--- config.mk ---
export PLATFORM = sky130hd
export DESIGN_NAME = fetch_queue
export DESIGN_NICKNAME = d
export VERILOG_FILES = /design/src/rtl/fetch_queue.sv
export SDC_FILE = /design/constraint.sdc
export NUM_CORES = 1
export LEC_CHECK = 0
export ABC_CLOCK_PERIOD_IN_PS = 10800
export BUFFER_PORTS_ARGS = -buffer_cell sky130_fd_sc_hd__buf_2
export CAP_MARGIN = 20
export CORE_UTILIZATION = 50
export CTS_CLUSTER_SIZE = 20
export DETAILED_ROUTE_END_ITERATION = 10
export PLACE_DENSITY = 0.78
export SETUP_SLACK_MARGIN = 0.3
export SLEW_MARGIN = 10
export SYNTH_ARGS = -nofsm -noshare
export SYNTH_HDL_FRONTEND = slang
export SYNTH_SLANG_ARGS = --single-unit
--- constraint.sdc ---
create_clock -name clk -period 10.8 [get_ports clk]
set_clock_uncertainty 0.05 [all_clocks]
set_input_delay 0.54 -clock clk [delete_from_list [all_inputs] [get_ports clk]]
set_output_delay 0.54 -clock clk [all_outputs]
set_load 0.02 [all_outputs]
--- src/rtl/fetch_queue.sv ---
// Prefetching byte queue between word-wide memory and decode; presents a window of bytes at o_win_pc.
// Optional: define FETCH_QUEUE_CONSUME_CHECK_EN to flag and report out-of-range consumes on o_error.

module fetch_queue_lane #(
    parameter int QUEUE_BYTES = 16,
    parameter int PTR_W       = $clog2(QUEUE_BYTES),
    parameter int LANE        = 0
) (
    input  logic [QUEUE_BYTES-1:0][7:0] q,
    input  logic [PTR_W-1:0]            head,
    input  logic [PTR_W:0]              count,
    output logic [7:0]                  lane_byte
);
    logic [PTR_W-1:0] idx;

    assign idx       = head + PTR_W'(LANE);
    assign lane_byte = (count > (PTR_W+1)'(LANE)) ? q[idx] : 8'h00;
endmodule

module fetch_queue #(
    parameter int ADDR_W      = 32,
    parameter int WORD_BYTES  = 4,
    parameter int QUEUE_BYTES = 16,
    parameter int WIN_BYTES   = 15
) (
    input  logic                    clk,
    input  logic                    reset,
    input  logic                    i_mem_valid,
    input  logic [8*WORD_BYTES-1:0] i_mem_data,
    output logic                    o_addr_valid,
    output logic [ADDR_W-1:0]       o_addr,
    input  logic                    i_redirect,
    input  logic [ADDR_W-1:0]       i_redirect_pc,
    input  logic                    i_consume_valid,
    input  logic [3:0]              i_consume_len,
    output logic [8*WIN_BYTES-1:0]  o_win,
    output logic [3:0]              o_win_count,
    output logic [ADDR_W-1:0]       o_win_pc,
    output logic                    o_win_valid,
    output logic                    o_ready,
    output logic                    o_error
);
    localparam int OFF_W = $clog2(WORD_BYTES);
    localparam int PTR_W = $clog2(QUEUE_BYTES);
    localparam int CNT_W = PTR_W + 1;

    typedef enum logic [1:0] {ST_RESET, ST_INIT_PC, ST_RUN, ST_DRAIN} state_t;

    typedef struct packed {
        logic              valid;
        logic [ADDR_W-1:0] addr;
    } mem_req_t;

    state_t                     state;
    mem_req_t                   req;
    logic [QUEUE_BYTES-1:0][7:0] q;
    logic [PTR_W-1:0]           head;
    logic [CNT_W-1:0]           count;
    logic [ADDR_W-1:0]          fetch_pc;
    logic [ADDR_W-1:0]          win_pc;

    logic [OFF_W-1:0]           fetch_off;
    logic [ADDR_W-1:0]          fetch_base;
    logic [PTR_W-1:0]           tail;
    logic [CNT_W-1:0]           free_bytes;
    logic [CNT_W-1:0]           append_len;
    logic [CNT_W-1:0]           req_len;
    logic [CNT_W-1:0]           consume_len;
    logic [3:0]                 win_count;
    logic                       resp;
    logic                       run_resp;
    logic                       consume;
    logic                       can_issue;
    logic [WIN_BYTES-1:0][7:0]  win_bytes;

    assign fetch_off  = fetch_pc[OFF_W-1:0];
    assign fetch_base = {fetch_pc[ADDR_W-1:OFF_W], {OFF_W{1'b0}}};
    assign tail       = head + count[PTR_W-1:0];
    assign free_bytes = CNT_W'(QUEUE_BYTES) - count;
    assign append_len = CNT_W'(WORD_BYTES) - CNT_W'(fetch_off);
    assign win_count  = (count > CNT_W'(WIN_BYTES)) ? 4'(WIN_BYTES) : count[3:0];

    assign resp      = req.valid && i_mem_valid;
    assign run_resp  = (state == ST_RUN) && resp && !i_redirect;
    assign consume   = (state == ST_RUN) && i_consume_valid && !i_redirect;
    assign can_issue = (state == ST_RUN) && !req.valid && !i_redirect &&
                       (free_bytes >= CNT_W'(WORD_BYTES));

    // Over-long consumes are clamped so head never passes the tail.
    assign req_len     = CNT_W'(i_consume_len);
    assign consume_len = consume ? ((req_len > count) ? count : req_len) : '0;

    always_ff @(posedge clk) begin
        if (!reset) begin
            state    <= ST_RESET;
            req      <= '0;
            head     <= '0;
            count    <= '0;
            fetch_pc <= '0;
            win_pc   <= '0;
        end else begin
            case (state)
                ST_RESET: begin
                    state     <= ST_INIT_PC;
                    req.valid <= 1'b1;
                    req.addr  <= '0;
                end
                ST_INIT_PC: begin
                    if (resp) begin
                        state     <= ST_RUN;
                        req.valid <= 1'b0;
                        fetch_pc  <= i_mem_data[ADDR_W-1:0];
                        win_pc    <= i_mem_data[ADDR_W-1:0];
                    end
                end
                default: begin
                    if (resp) begin
                        req.valid <= 1'b0;
                        req.addr  <= '0;
                    end else if (can_issue) begin
                        req.valid <= 1'b1;
                        req.addr  <= fetch_base;
                    end

                    if (i_redirect) begin
                        count    <= '0;
                        fetch_pc <= i_redirect_pc;
                        win_pc   <= i_redirect_pc;
                        state    <= (req.valid && !i_mem_valid) ? ST_DRAIN : ST_RUN;
                    end else if (state == ST_DRAIN) begin
                        if (resp)
                            state <= ST_RUN;
                    end else begin
                        if (run_resp)
                            fetch_pc <= fetch_base + ADDR_W'(WORD_BYTES);
                        head   <= head + consume_len[PTR_W-1:0];
                        win_pc <= win_pc + ADDR_W'(consume_len);
                        count  <= count - consume_len + (run_resp ? append_len : '0);
                    end
                end
            endcase
        end
    end

    // Appended bytes land past the current tail, so they never collide with a same-cycle consume.
    always_ff @(posedge clk) begin
        if (run_resp) begin
            for (int j = 0; j < WORD_BYTES; j++) begin
                if (OFF_W'(j) >= fetch_off)
                    q[tail + PTR_W'(j) - PTR_W'(fetch_off)] <= i_mem_data[8*j +: 8];
            end
        end
    end

    for (genvar l = 0; l < WIN_BYTES; l++) begin : g_lane
        fetch_queue_lane #(
            .QUEUE_BYTES(QUEUE_BYTES),
            .PTR_W      (PTR_W),
            .LANE       (l)
        ) u_lane (
            .q        (q),
            .head     (head),
            .count    (count),
            .lane_byte(win_bytes[l])
        );
    end

`ifdef FETCH_QUEUE_CONSUME_CHECK_EN
    logic error;
    logic bad_consume;

    assign bad_consume = consume && ((i_consume_len == 4'd0) || (i_consume_len > win_count));

    always_ff @(posedge clk) begin
        if (!reset) begin
            error <= 1'b0;
        end else if (bad_consume) begin
            error <= 1'b1;
            $display("fetch_queue: bad consume pc=%h len=%0d count=%0d", win_pc, i_consume_len, count);
        end
    end

    assign o_error = error;
`else
    assign o_error = 1'b0;
`endif

    assign o_addr_valid = req.valid;
    assign o_addr       = req.valid ? req.addr : '0;
    assign o_win        = win_bytes;
    assign o_win_count  = win_count;
    assign o_win_pc     = win_pc;
    assign o_ready      = (state == ST_RUN);
    assign o_win_valid  = (state == ST_RUN) && (win_count != 4'd0);
endmodule
==> out/summary.txt <==
CP Launch Type: flop
Ys flop type: edfxtp_1
CP max-delay cell: buf_4
Total GRT Usage: 0.421
Vias in the first global route: 21800
Clock sinks: 234
Leading cell type by number of instances after synthesis: nor2_1
Cell total after placement: 3152
Die Span X: 217 microns
Core area: 45500 sq um
Tightest Pin Transition: 1290 ps
Clock Path Buffers: 3
Leading area contributor after synthesis: mux4_2
Synth area leaders: mux4_2 (18%), edfxtp_1 (17%), dfxtp_1 (9.2%), a22oi_1 (5.1%), a221oi_1 (3.5%)
Largest net degree at the start of global routing: 83
I/O pin total: 265
Max cap viols: 0
GP Congestion: 1.07
VDD IR max: 0.0000940 V
Area grow syn2layout: 10.3%
Buf/Inv on CP: 3
Post-Route WL: 103000 microns
Final std cells w/o fill: 3210
Wire length per cell: 32.1 microns
Die area: 47200 sq um
I/O Buffers: 261
Tmin final: 5260 ps
Synth Cell Area: 23100 sq um
Worst-path clk slew: 60 ps
Postcts setup bufs: 0
Later-pin clock latency in the skew report: 590 ps
CP peak stage delay: 810 ps
Top cell types by occurrence after synthesis: nor2_1 (209), nand2_1 (183), mux4_2 (180)
Max FO, Critical Path: 58
RSZ-0062 raised after global routing: false
First-pass GRT wire length: 147000 microns
Register area share after synthesis: 0.258
Fraction of layout cells with a size suffix above 1: 0.233
Starting density of the core: 0.509
DR vias/cell: 7.57
CP top delay family: buffers and inverters
GRT Residual Overflow: 0
Top cell type's share of synthesized area: 0.175
Synth Warn #: 0
Crit-path cells: buf_4 -> buf_4 -> mux2i_1 -> mux2i_1 -> mux4_2 -> nor2b_1 -> buf_2
Asr flop ratio synth: 0
Pleak: 9.22 nW
Setup tns final: 0 ps
Cells after synthesis: 2494
Hpwl dp: 74600 microns
Register bit total from synthesis: 234
Final setup vio count: 0
Post-synth cell types: 90
Detailed Routing Iterations Pass 1: 8
Post-cts sizing count: 0
Vias: 24300
Cts bufs inserted: 27
Setup crit end kind: primary output
Standard-cell row count: 78
Fin. Hold Viols: 0
EDFF count, synth: 128
Status: completed
DRC Markers: 0
Tcrit/Tclk final: 0.487
Slew margin rel.: 0.136
H-tree Lvls: 1
CTS root buf: clkbuf_16
Worst Path Arrival: 4670 ps
Kind of critical path: reg -> out
Cell Pwr Density: 98.2 nW/um^2
Antenna-violating nets left: 0
Mean post-synth cell area: 9.28 sq um
CTS Hold Bufs: 0
Worst hold path type: in -> reg
Min Hold Slack: 247 ps
CP required: 10210 ps
Slew Limit Fails: 0
Initial antenna violation count: 3
DRT iter0 DRCs: 4075
F_max: 190 MHz
CTS tree: done
Fill count: 4026
Die Ht: 217 microns
Layout net count: 2713
stage by stage:
stage                     total power [W]   util  area [sq um]  setup slack [ps]
after floorplan                   0.00135      -         23200              1850
after global placement            0.00152  0.540         24600              5770
after detailed placement          0.00153  0.541         24600              5700
after CTS                         0.00247  0.560         25500              5560
after global routing              0.00255  0.561         25500              5270
final                             0.00251  0.562         25500              5540
layout make-up:
class                           count  area, sq um  area share
Antenna cell                        5         12.5    0.000490
Clock buffer                       36          771      0.0302
Clock inverter                     11          119     0.00465
Inverter                           50          188     0.00735
Multi-Input combinational cell   1968        16100       0.629
Sequential cell                   234         5970       0.234
Tap cell                          600          751      0.0294
Timing Repair Buffer              306         1660      0.0649
path summary, 6_finish.rpt:
kind,start,end,slack [ps],depth (start not counted)
setup reg to reg,head[0]$_SDFFE_PN0P_,q[51]$_DFFE_PP_,5620,12
hold / removal,i_mem_valid,state[1]$_SDFFE_PN0N_,250,3
hold reg to reg,fetch_pc[3]$_SDFFE_PN0P_,fetch_pc[3]$_SDFFE_PN0P_,470,2
setup / recovery,head[0]$_SDFFE_PN0P_,o_win[66],5540,7
placed cells by master, fill, tap and decap left out, drive strengths merged, types with 8 or more instances in the layout:
| cell type | synthesis | layout |
|---|---|---|
| o21a | 10 | 10 |
| nor3 | 81 | 81 |
| fa | 11 | 11 |
| xnor2 | 23 | 23 |
| a221oi | 92 | 92 |
| nand4 | 17 | 17 |
| and3 | 45 | 45 |
| inv | 50 | 52 |
| o211ai | 10 | 10 |
| a211o | 8 | 8 |
| nand3 | 79 | 79 |
| a21oi | 71 | 71 |
| or3 | 11 | 11 |
| nor2b | 98 | 98 |
| o21ai | 99 | 99 |
| xor2 | 14 | 14 |
| dfxtp | 106 | 106 |
| nand2b | 11 | 11 |
| nand2 | 184 | 184 |
| nor4 | 18 | 18 |
| mux2i | 60 | 60 |
| a211oi | 93 | 93 |
| a22oi | 158 | 158 |
| o31ai | 110 | 110 |
| a21o | 10 | 10 |
| clkbuf | 152 | 38 |
| a31oi | 27 | 27 |
| edfxtp | 128 | 128 |
| and2 | 66 | 66 |
| or2 | 17 | 17 |
| ha | 42 | 42 |
| o22ai | 8 | 8 |
| mux4 | 184 | 184 |
| nor2 | 210 | 210 |
| buf | 93 | 304 |
cells by family (layout without fill, tap and decap cells):
group                      Yosys count  after routing  share of synthesized area
AOI/OAI and AO/OA                  755            755                      0.235
buffers and inverters              295            403                     0.0524
xor gates and xnor gates            43             43                     0.0225
and+or+nand+nor                    864            864                      0.192
other                                1              9                   0.000162
muxes                              249            249                      0.208
adders and majority gates           53             53                     0.0322
DFF                                234            234                      0.258
worst register-to-register path: cells and delay by family (launching register included):
kind            cells  cell delay, ps
xor+xnor            2            1230
simple gates        2             840
compound gates      1             180
fa+ha+maj           5            1720
buf+inv             2             110
flops               1             750
sequential cells by signal, summed over array words and instances, names as in the netlist:
register	cells
q	128
fetch_pc	32
o_addr_valid	1
count	5
req	30
o_win_pc	32
head	4
state	2
where the power goes:
| part | total, W | switching (W) | internal [W] |
|---|---|---|---|
| clock network | 0.000964 | 0.000416 | 0.000548 |
| registers | 0.000992 | 0.0000286 | 0.000964 |
| logic | 0.000553 | 0.000390 | 0.000163 |
| total | 0.00251 | 0.000835 | 0.00167 |
per-layer routing:
metal	global-route usage	part of all wire	vias up
li1	-	-	10000
met1	0.581	0.37	11600
met2	0.593	0.41	2300
met3	0.135	0.16	350
met4	0.205	0.055	0
met5	0	0	-
(Power assumes the default switching activity.)
